File: config.mk
export PLATFORM = sky130hd
export DESIGN_NAME = disp_capture
export DESIGN_NICKNAME = d
export VERILOG_FILES = /design/src/rtl/disp_pkg.sv /design/src/rtl/seg_decode.sv /design/src/rtl/disp_capture.sv
export SDC_FILE = /design/constraint.sdc
export NUM_CORES = 1
export LEC_CHECK = 0
export CORE_MARGIN = 4
export CORE_UTILIZATION = 56
export CTS_CLUSTER_DIAMETER = 40
export CTS_CLUSTER_SIZE = 24
export DETAILED_ROUTE_END_ITERATION = 10
export PLACE_DENSITY = 0.81
export SLEW_MARGIN = 15
export SYNTH_ARGS = -nofsm -noshare
export SYNTH_HDL_FRONTEND = slang
export SYNTH_SLANG_ARGS = --single-unit
File: constraint.sdc
create_clock -name CLK -period 5.4 [get_ports CLK]
set_clock_uncertainty 0.2 [all_clocks]
set_input_delay 1.35 -clock CLK [delete_from_list [all_inputs] [get_ports CLK]]
set_output_delay 1.35 -clock CLK [all_outputs]
set_load 0.05 [all_outputs]
File: src/rtl/disp_pkg.sv
// Shared constants and types for the seven-segment display readback path.
package disp_pkg;

    // Active-low segment patterns, bit 6 = g ... bit 0 = a.
    localparam logic [6:0] SEG_0    = 7'b1000000;
    localparam logic [6:0] SEG_1    = 7'b1111001;
    localparam logic [6:0] SEG_2    = 7'b0100100;
    localparam logic [6:0] SEG_3    = 7'b0110000;
    localparam logic [6:0] SEG_4    = 7'b0011001;
    localparam logic [6:0] SEG_5    = 7'b0010010;
    localparam logic [6:0] SEG_6    = 7'b0000010;
    localparam logic [6:0] SEG_7    = 7'b1111000;
    localparam logic [6:0] SEG_8    = 7'b0000000;
    localparam logic [6:0] SEG_9    = 7'b0010000;
    localparam logic [6:0] SEG_DASH = 7'b0111111;

    localparam logic [3:0] DIGIT_DASH    = 4'hE;
    localparam logic [3:0] DIGIT_ILLEGAL = 4'hF;

    typedef enum logic [1:0] {
        IDLE,
        SETTLE,
        HOLD
    } cap_state_e;

endpackage

File: src/rtl/seg_decode.sv
// Combinational inverse of the digit-to-segment encoding; unknown patterns map to DIGIT_ILLEGAL.
module seg_decode
    import disp_pkg::*;
(
    input  logic [6:0] seg_i,
    output logic [3:0] digit_o
);

    always_comb begin
        digit_o = DIGIT_ILLEGAL;
        case (seg_i)
            SEG_0:    digit_o = 4'd0;
            SEG_1:    digit_o = 4'd1;
            SEG_2:    digit_o = 4'd2;
            SEG_3:    digit_o = 4'd3;
            SEG_4:    digit_o = 4'd4;
            SEG_5:    digit_o = 4'd5;
            SEG_6:    digit_o = 4'd6;
            SEG_7:    digit_o = 4'd7;
            SEG_8:    digit_o = 4'd8;
            SEG_9:    digit_o = 4'd9;
            SEG_DASH: digit_o = DIGIT_DASH;
            default:  digit_o = DIGIT_ILLEGAL;
        endcase
    end

endmodule

File: src/rtl/disp_capture.sv
// Display-bus readback monitor: reconstructs four digits from multiplexed active-low an/seg lines.
// Define DISP_CAP_ERR_EN to enable the sticky per-digit illegal-pattern flags on err.
module disp_capture
    import disp_pkg::*;
#(
    parameter int unsigned STABLE_CYCLES  = 4,
    parameter int unsigned TIMEOUT_CYCLES = 1024
) (
    input  logic       CLK,
    input  logic       RESET,
    input  logic [3:0] an,
    input  logic [6:0] seg,
    output logic [3:0] d0,
    output logic [3:0] d1,
    output logic [3:0] d2,
    output logic [3:0] d3,
    output logic [3:0] valid,
    output logic [3:0] err,
    output logic       frame
);

    localparam int unsigned SW = $clog2(STABLE_CYCLES + 1);
    localparam int unsigned TW = $clog2(TIMEOUT_CYCLES + 1);
    localparam logic [SW-1:0] SCNT_ONE = SW'(1);
    localparam logic [SW-1:0] SCNT_MAX = SW'(STABLE_CYCLES);
    localparam logic [TW-1:0] TCNT_MAX = TW'(TIMEOUT_CYCLES);

    logic [10:0]   samp_q, samp_d, prev_q;
    cap_state_e    state_q, state_d;
    logic [SW-1:0] scnt_q, scnt_d, scnt_inc;
    logic [TW-1:0] tcnt_q, tcnt_d;
    logic [3:0]    d_q [4];
    logic [3:0]    d_d [4];
    logic [3:0]    valid_q, valid_d;
    logic [3:0]    cap_q, cap_d;
    logic          frame_q, frame_d;

    logic [3:0] sel;
    logic       eligible;
    logic       same;
    logic [1:0] idx;
    logic [3:0] dec;
    logic       accept;
    logic       timeout_hit;

    assign samp_d   = {an, seg};
    assign sel      = ~samp_q[10:7];
    assign eligible = (sel != 4'd0) && ((sel & (sel - 4'd1)) == 4'd0);
    assign same     = (samp_q == prev_q);
    assign scnt_inc = scnt_q + SCNT_ONE;

    always_comb begin
        idx = 2'd0;
        for (int k = 0; k < 4; k++) begin
            if (sel[k]) idx = 2'(k);
        end
    end

    seg_decode u_seg_decode (
        .seg_i   (samp_q[6:0]),
        .digit_o (dec)
    );

    // Stability FSM; the accept fires on the sample that brings the count to STABLE_CYCLES.
    always_comb begin
        state_d = state_q;
        scnt_d  = scnt_q;
        accept  = 1'b0;
        if (!eligible) begin
            state_d = IDLE;
            scnt_d  = '0;
        end else begin
            case (state_q)
                IDLE: begin
                    state_d = SETTLE;
                    scnt_d  = SCNT_ONE;
                end
                SETTLE: begin
                    if (!same) begin
                        scnt_d = SCNT_ONE;
                    end else if (scnt_inc == SCNT_MAX) begin
                        state_d = HOLD;
                        scnt_d  = scnt_inc;
                        accept  = 1'b1;
                    end else begin
                        scnt_d = scnt_inc;
                    end
                end
                HOLD: begin
                    if (!same) begin
                        state_d = SETTLE;
                        scnt_d  = SCNT_ONE;
                    end
                end
                default: begin
                    state_d = IDLE;
                    scnt_d  = '0;
                end
            endcase
        end
    end

    always_comb begin
        if (accept) begin
            tcnt_d = '0;
        end else if (tcnt_q != TCNT_MAX) begin
            tcnt_d = tcnt_q + TW'(1);
        end else begin
            tcnt_d = tcnt_q;
        end
        timeout_hit = !accept && (tcnt_d == TCNT_MAX);
    end

    always_comb begin
        d_d     = d_q;
        valid_d = valid_q;
        cap_d   = cap_q;
        frame_d = 1'b0;
        // A completed set is reported and cleared before this cycle's accept is recorded.
        if (cap_q == 4'hF) begin
            frame_d = 1'b1;
            cap_d   = 4'd0;
        end
        if (accept) begin
            d_d[idx]     = dec;
            valid_d[idx] = 1'b1;
            cap_d[idx]   = 1'b1;
        end
        if (timeout_hit) begin
            valid_d = 4'd0;
            cap_d   = 4'd0;
        end
    end

    always_ff @(posedge CLK or negedge RESET) begin
        if (!RESET) begin
            samp_q  <= '1;
            prev_q  <= '1;
            state_q <= IDLE;
            scnt_q  <= '0;
            tcnt_q  <= '0;
            d_q     <= '{default: 4'h0};
            valid_q <= 4'd0;
            cap_q   <= 4'd0;
            frame_q <= 1'b0;
        end else begin
            samp_q  <= samp_d;
            prev_q  <= samp_q;
            state_q <= state_d;
            scnt_q  <= scnt_d;
            tcnt_q  <= tcnt_d;
            d_q     <= d_d;
            valid_q <= valid_d;
            cap_q   <= cap_d;
            frame_q <= frame_d;
        end
    end

`ifdef DISP_CAP_ERR_EN
    logic [3:0] err_q, err_d;

    always_comb begin
        err_d = err_q;
        if (accept && (dec == DIGIT_ILLEGAL)) err_d[idx] = 1'b1;
    end

    always_ff @(posedge CLK or negedge RESET) begin
        if (!RESET) begin
            err_q <= 4'd0;
        end else begin
            err_q <= err_d;
        end
    end

    assign err = err_q;
`else
    assign err = 4'd0;
`endif

    assign d0    = d_q[0];
    assign d1    = d_q[1];
    assign d2    = d_q[2];
    assign d3    = d_q[3];
    assign valid = valid_q;
    assign frame = frame_q;

endmodule

Word-level counts from Yosys, hierarchy flattened
Index checks and enable logic that the tools add are counted.
W data, S select, Z words.
Word-level totals
  flip-flop bits (word level): 63
  logic and storage cells: 85
  output and inout bits: 25
  bits of input ports: 13
Cells by class
  add/sub/neg operators: 3
  reduce and logical (&&, ||, !) cells: 11
  equality and inequality tests: 20
  multiplexer cells: 30
  $lt $le $gt $ge: 4
  bitwise logic cells: 5
Operators with widths (number)
  $pmux W4 S11: 1
  $mux W4: 6
  $mux W11: 2
  $eq A7 B5 Y1 const B: 3
  $eq A7 B6 Y1 const B: 3
  $eq A7 B7 Y1 const B: 3
  $bwmux W16: 1
  $mux W2: 6
  $add A11 B1 Y11 const B: 1
  $eq A11 B11 Y1: 1
  $eq A11 B11 Y1 const B: 1
  $ne A11 B11 Y1 const B: 1
  $mux W3: 3
  $ne A3 B3 Y1 const B: 3
  $pmux W3 S3: 1
  $demux W4 S2: 1
  $or A4 B4 Y4: 2
  $eq A7 B2 Y1 const B: 1
  $logic_not A7 Y1: 1
  $mux W1: 7
  $pmux W2 S3: 1
  $and A4 B4 Y4: 1
  $eq A4 B4 Y1 const B: 1
  $logic_and A1 B1 Y1: 4
  other kinds (18): 18

Depth between registers and ports, before layout
  depth after elaboration: 11
  depth in mapped cells: 8
  depth with buffers taken out: 7

Cells and area by module
A second synthesis with hierarchy kept.
Unflattened totals
  cell total of the unflattened synthesis: 253
  area total of the unflattened synthesis: 3093.0 µm²
By module, submodules not included
  disp_capture: cells each 215, times used 1, sequential area each 1604.0 µm², area an instance 2840.2 µm²
  seg_decode: cells each 38, times used 1, sequential area each 0.0 µm², area an instance 252.7 µm²

Worst setup path after synthesis
Ideal clock, no wire load.
  path kind: flip-flop to flip-flop
  from: register samp_q[10]
  to: register d_q (netlist bit d1[0])
  path buffers: 2
  data required time: 5072 ps
  clock period less this slack: 2254 ps
  slack: 3146 ps
  setup time: 128 ps
  stages on the path, launching flop included: 8
  arrival: 1926 ps
  cells stage by stage: dfstp_2 buf_4 xnor2_1 o211a_1 nor4_2 buf_4 nand4_4 mux2_1
On the way
  word-level cells in the longest chain between the ends: 8
  elaborated cells on any way between the ends: 18
  classes of those cells: 1 x add/sub; 2 x order compare; 1 x eq/ne; 7 x mux; 3 x bitwise; 4 x reduce/logical
RTL lines
  start: declaration: line disp_capture.sv:28  | logic [10:0] samp_q, samp_d, prev_q;
  start signal: assignment: line disp_capture.sv:147  | samp_q <= samp_d;
  $not A4 Y4: line disp_capture.sv:47  | assign sel = ~samp_q[10:7];
  $mux W2: line disp_capture.sv:55  | if (sel[k]) idx = 2'(k);
  $not A2 Y3 (implied by the code): line disp_capture.sv:125  | d_d[idx] = dec;
  $ge A3 B3 Y1 (implied by the code) or $lt A3 B1 Y1 (tied branches): line disp_capture.sv:125
  $logic_and A1 B1 Y1 (implied by the code): line disp_capture.sv:125
  $mux W4 (implied by the code): line disp_capture.sv:125
  $demux W4 S2: line disp_capture.sv:125
  $bwmux W16: line disp_capture.sv:125
  end signal: assignment: line disp_capture.sv:142  | d_q <= '{default: 4'h0};
  end signal: assignment: line disp_capture.sv:152  | d_q <= d_d;
  end: declaration: line disp_capture.sv:32  | logic [3:0] d_q [4];
Parallel ways exist; a longest one is shown, timed or not.
A chain may end at the register's enable or synchronous reset.

Final worst setup path
  from: register samp_q[10]
  to: register d_q (netlist bit d0[0])
The elaborated chain is that of the path after synthesis.

==> results_dict.tcl <==
set metrics [dict create \
    register_area_sq_um 1600 \
    syn_area_sq_um 2980 \
    coreArea_sq_um 5140 \
    synth_top_cell_area_share_pct 34.5 \
    final.setup.tns_ns 0 \
    cts_tree "yes" \
    synthFlopType "dfrtp_1" \
    power.internal_mw 0.747 \
    synth_common_cells "dfrtp_1 (41), nor2_1 (23), dfstp_2 (22)" \
    rows 26 \
    maxCapViolations 0 \
    cp_num_buf_inv 0 \
    syn_area_per_cell_sq_um 11.3 \
    final-setup-viol-count 0 \
    drc 0 \
    rsz0062_at_grt "no" \
    synth_area_leaders "dfrtp_1 (34%), dfstp_2 (19%), xnor2_1 (5.9%), mux2_2 (4.9%), nor2_1 (2.9%)" \
    area_growth_pct 17.8 \
    avgViaCountPerCell 5.57 \
    gr-total-overflow 0 \
    routedWlPerCell_um 15.9 \
    p_leak_nw 1.56 \
    grt_max_degree 64 \
    crit_path_end_kind "flop" \
    critPathKind "reg -> reg" \
    firstDrtPassIters 4 \
    place_congestion 0.811 \
    crit_required_ns 5.43 \
    preCtsSetupSlack_ns 2.28 \
    yosysTopAreaCell "dfrtp_1" \
    fill_cells 393 \
    fmax_mhz 317 \
    critPathSlowestCell "nor4_2" \
    critPathArrivalTime_ns 3.18 \
    layout.nets 309 \
    crit_path_start_kind "flop" \
    grt_pass1_wl_um 9890 \
    ios 38 \
    swShare_pct 22.7 \
    vdd_drop_max_mv 0.190 \
    routed_wl_um 5820 \
    clock_power_share_pct 42.8 \
    post-route-min-period_ns 3.15 \
    initial_utilization_pct 57.9 \
    drt_iter0_drc 122 \
    hold_class "reg -> reg" \
    path_clk_slew_ns 0.07 \
    syn_inst 264 \
    die_h_um 80.9 \
    drive_gt1_share_pct 19.5 \
    synth_warnings 0 \
    hold_buffers 0 \
    tightest_slew_ns 1.09 \
    die-area_sq_um 6550 \
    io_buffers 33 \
    vias 2043 \
    fin_ws_ns 2.25 \
    cts-root-buf "clkbuf_8" \
    grt_antenna_before_repair 0 \
    fin_crit_sh_pct 58.4 \
    n_antenna_cell 0 \
    p_switching_mw 0.220 \
    synth_cell_types 51 \
    grt_usage_pct 20.5 \
    cp_cell_sequence "xnor2_1 -> o211a_1 -> nor4_2 -> nand4_1 -> mux2_2" \
    path_max_fanout 11 \
    status "completed" \
    sequentialPowerShare_pct 52.1 \
    multi_input_area_sq_um 1220 \
    power_frac_comb_pct 5.0 \
    hpwl_um 4060 \
    hold_viol 0 \
    synth_edf_count 0 \
    clock_latency_ns 0.34 \
    ys_ff_latch 63 \
    cts_setup_buffers 0 \
    power_density_nw_per_um2 276 \
    htreeDepth 3 \
    ant_nets 0 \
    yosysMostFrequentCell "dfrtp_1" \
    grt_pass1_vias 2014 \
    ctsResizeCount 0 \
    max_stage_delay_ns 0.95 \
    cts_sinks 63 \
    seq_area_frac_synth_pct 53.9 \
    die_x_um 80.9 \
    p_total_mw 0.967 \
    maxSlewViolCount 0 \
    cts_made_buffers 9 \
    slew_headroom_pct 26.9 \
    crit_family "simple AND/OR/NAND/NOR gates" \
    async_flop_share_pct 100 \
    clockBufferDepth 2 \
]
[routing by layer]
layer  track usage [%]  vias up  part of all wire (%)
met3              6.76        7                   3.6
met5                 0        -                     0
li1                  -      979                     -
met2              31.3       46                    50
met1              27.7     1011                    46
met4              7.09        0                   1.1
[layout make-up]
class	instances	area share (%)
Clock buffer	11	4.32
Tap cell	70	2.50
Inverter	13	1.39
Sequential cell	63	45.8
Timing Repair Buffer	34	9.49
Multi-Input combinational cell	171	34.9
Clock inverter	5	1.61
[worst paths after layout]
kind,startpoint,end,slack (ns),cells after the start
worst max-delay path,samp_q[10]$_DFF_PN1_,d0[0]$_DFFE_PN0P_,2.25,5
worst min-delay path,samp_q[7]$_DFF_PN1_,prev_q[7]$_DFF_PN1_,0.21,0
worst max register to register,samp_q[10]$_DFF_PN1_,d0[0]$_DFFE_PN0P_,2.25,5
worst min register to register,samp_q[7]$_DFF_PN1_,prev_q[7]$_DFF_PN1_,0.21,0
max in group asynchronous,RESET,state_q[0]$_DFFE_PN0P_,3.50,2
min in group asynchronous,RESET,tcnt_q[7]$_DFF_PN0_,0.96,2
[registers in the layout, summed over array words and instances, names as in the netlist]
register / cells
cap_q: 4
d0: 4
d1: 4
d2: 4
d3: 4
frame: 1
prev_q: 11
samp_q: 11
scnt_q: 3
state_q: 2
tcnt_q: 11
valid: 4
[layout by cell type (no fill, tap or decap), types with 4 or more instances in the layout]
master           Yosys  layout
mux2_1               4       4
clkbuf_8             0      11
clkdlybuf4s50_1      0      32
nand2_1             13      13
nor3_1               4       4
nor2_1              23      23
xnor2_1             20      20
mux2_2              13      13
conb_1               1       4
a21oi_1              8       8
nand4_1              6       6
inv_1               13      13
a22oi_1              9       9
ha_1                 4       4
nand3_1              5       5
xor2_1               6       6
dfrtp_1             41      41
dfstp_2             22      22
nor2b_1              7       7
and2_1               4       4
[power groups by stage]
stage	clock network (mW)	logic [mW]	registers, mW
global route	0.452	0.0540	0.506
floorplan	0	0.0370	0.502
CTS	0.428	0.0496	0.504
finish	0.414	0.0486	0.504
global placement	0	0.0485	0.511
detailed placement	0	0.0490	0.512
[stage by stage]
step / hold slack (ns) / util, % / instance area, sq um / cells
floorplan: 0.152 / - / 2990 / 267
global placement: 0.191 / 64.2 / 3300 / 351
detailed placement: 0.198 / 64.2 / 3300 / 351
CTS: 0.206 / 68.2 / 3510 / 367
global route: 0.217 / 68.2 / 3510 / 367
finish: 0.206 / 68.2 / 3510 / 367
[cell families after synthesis]
logic type | synth area share (%)
simple gates | 15.7
flops | 53.9
other cells | 0.126
fa+ha+maj | 1.68
buf+inv | 5.34
xor+xnor | 7.65
mux | 6.77
compound gates | 8.87
Power figures use the tool's default switching activity.
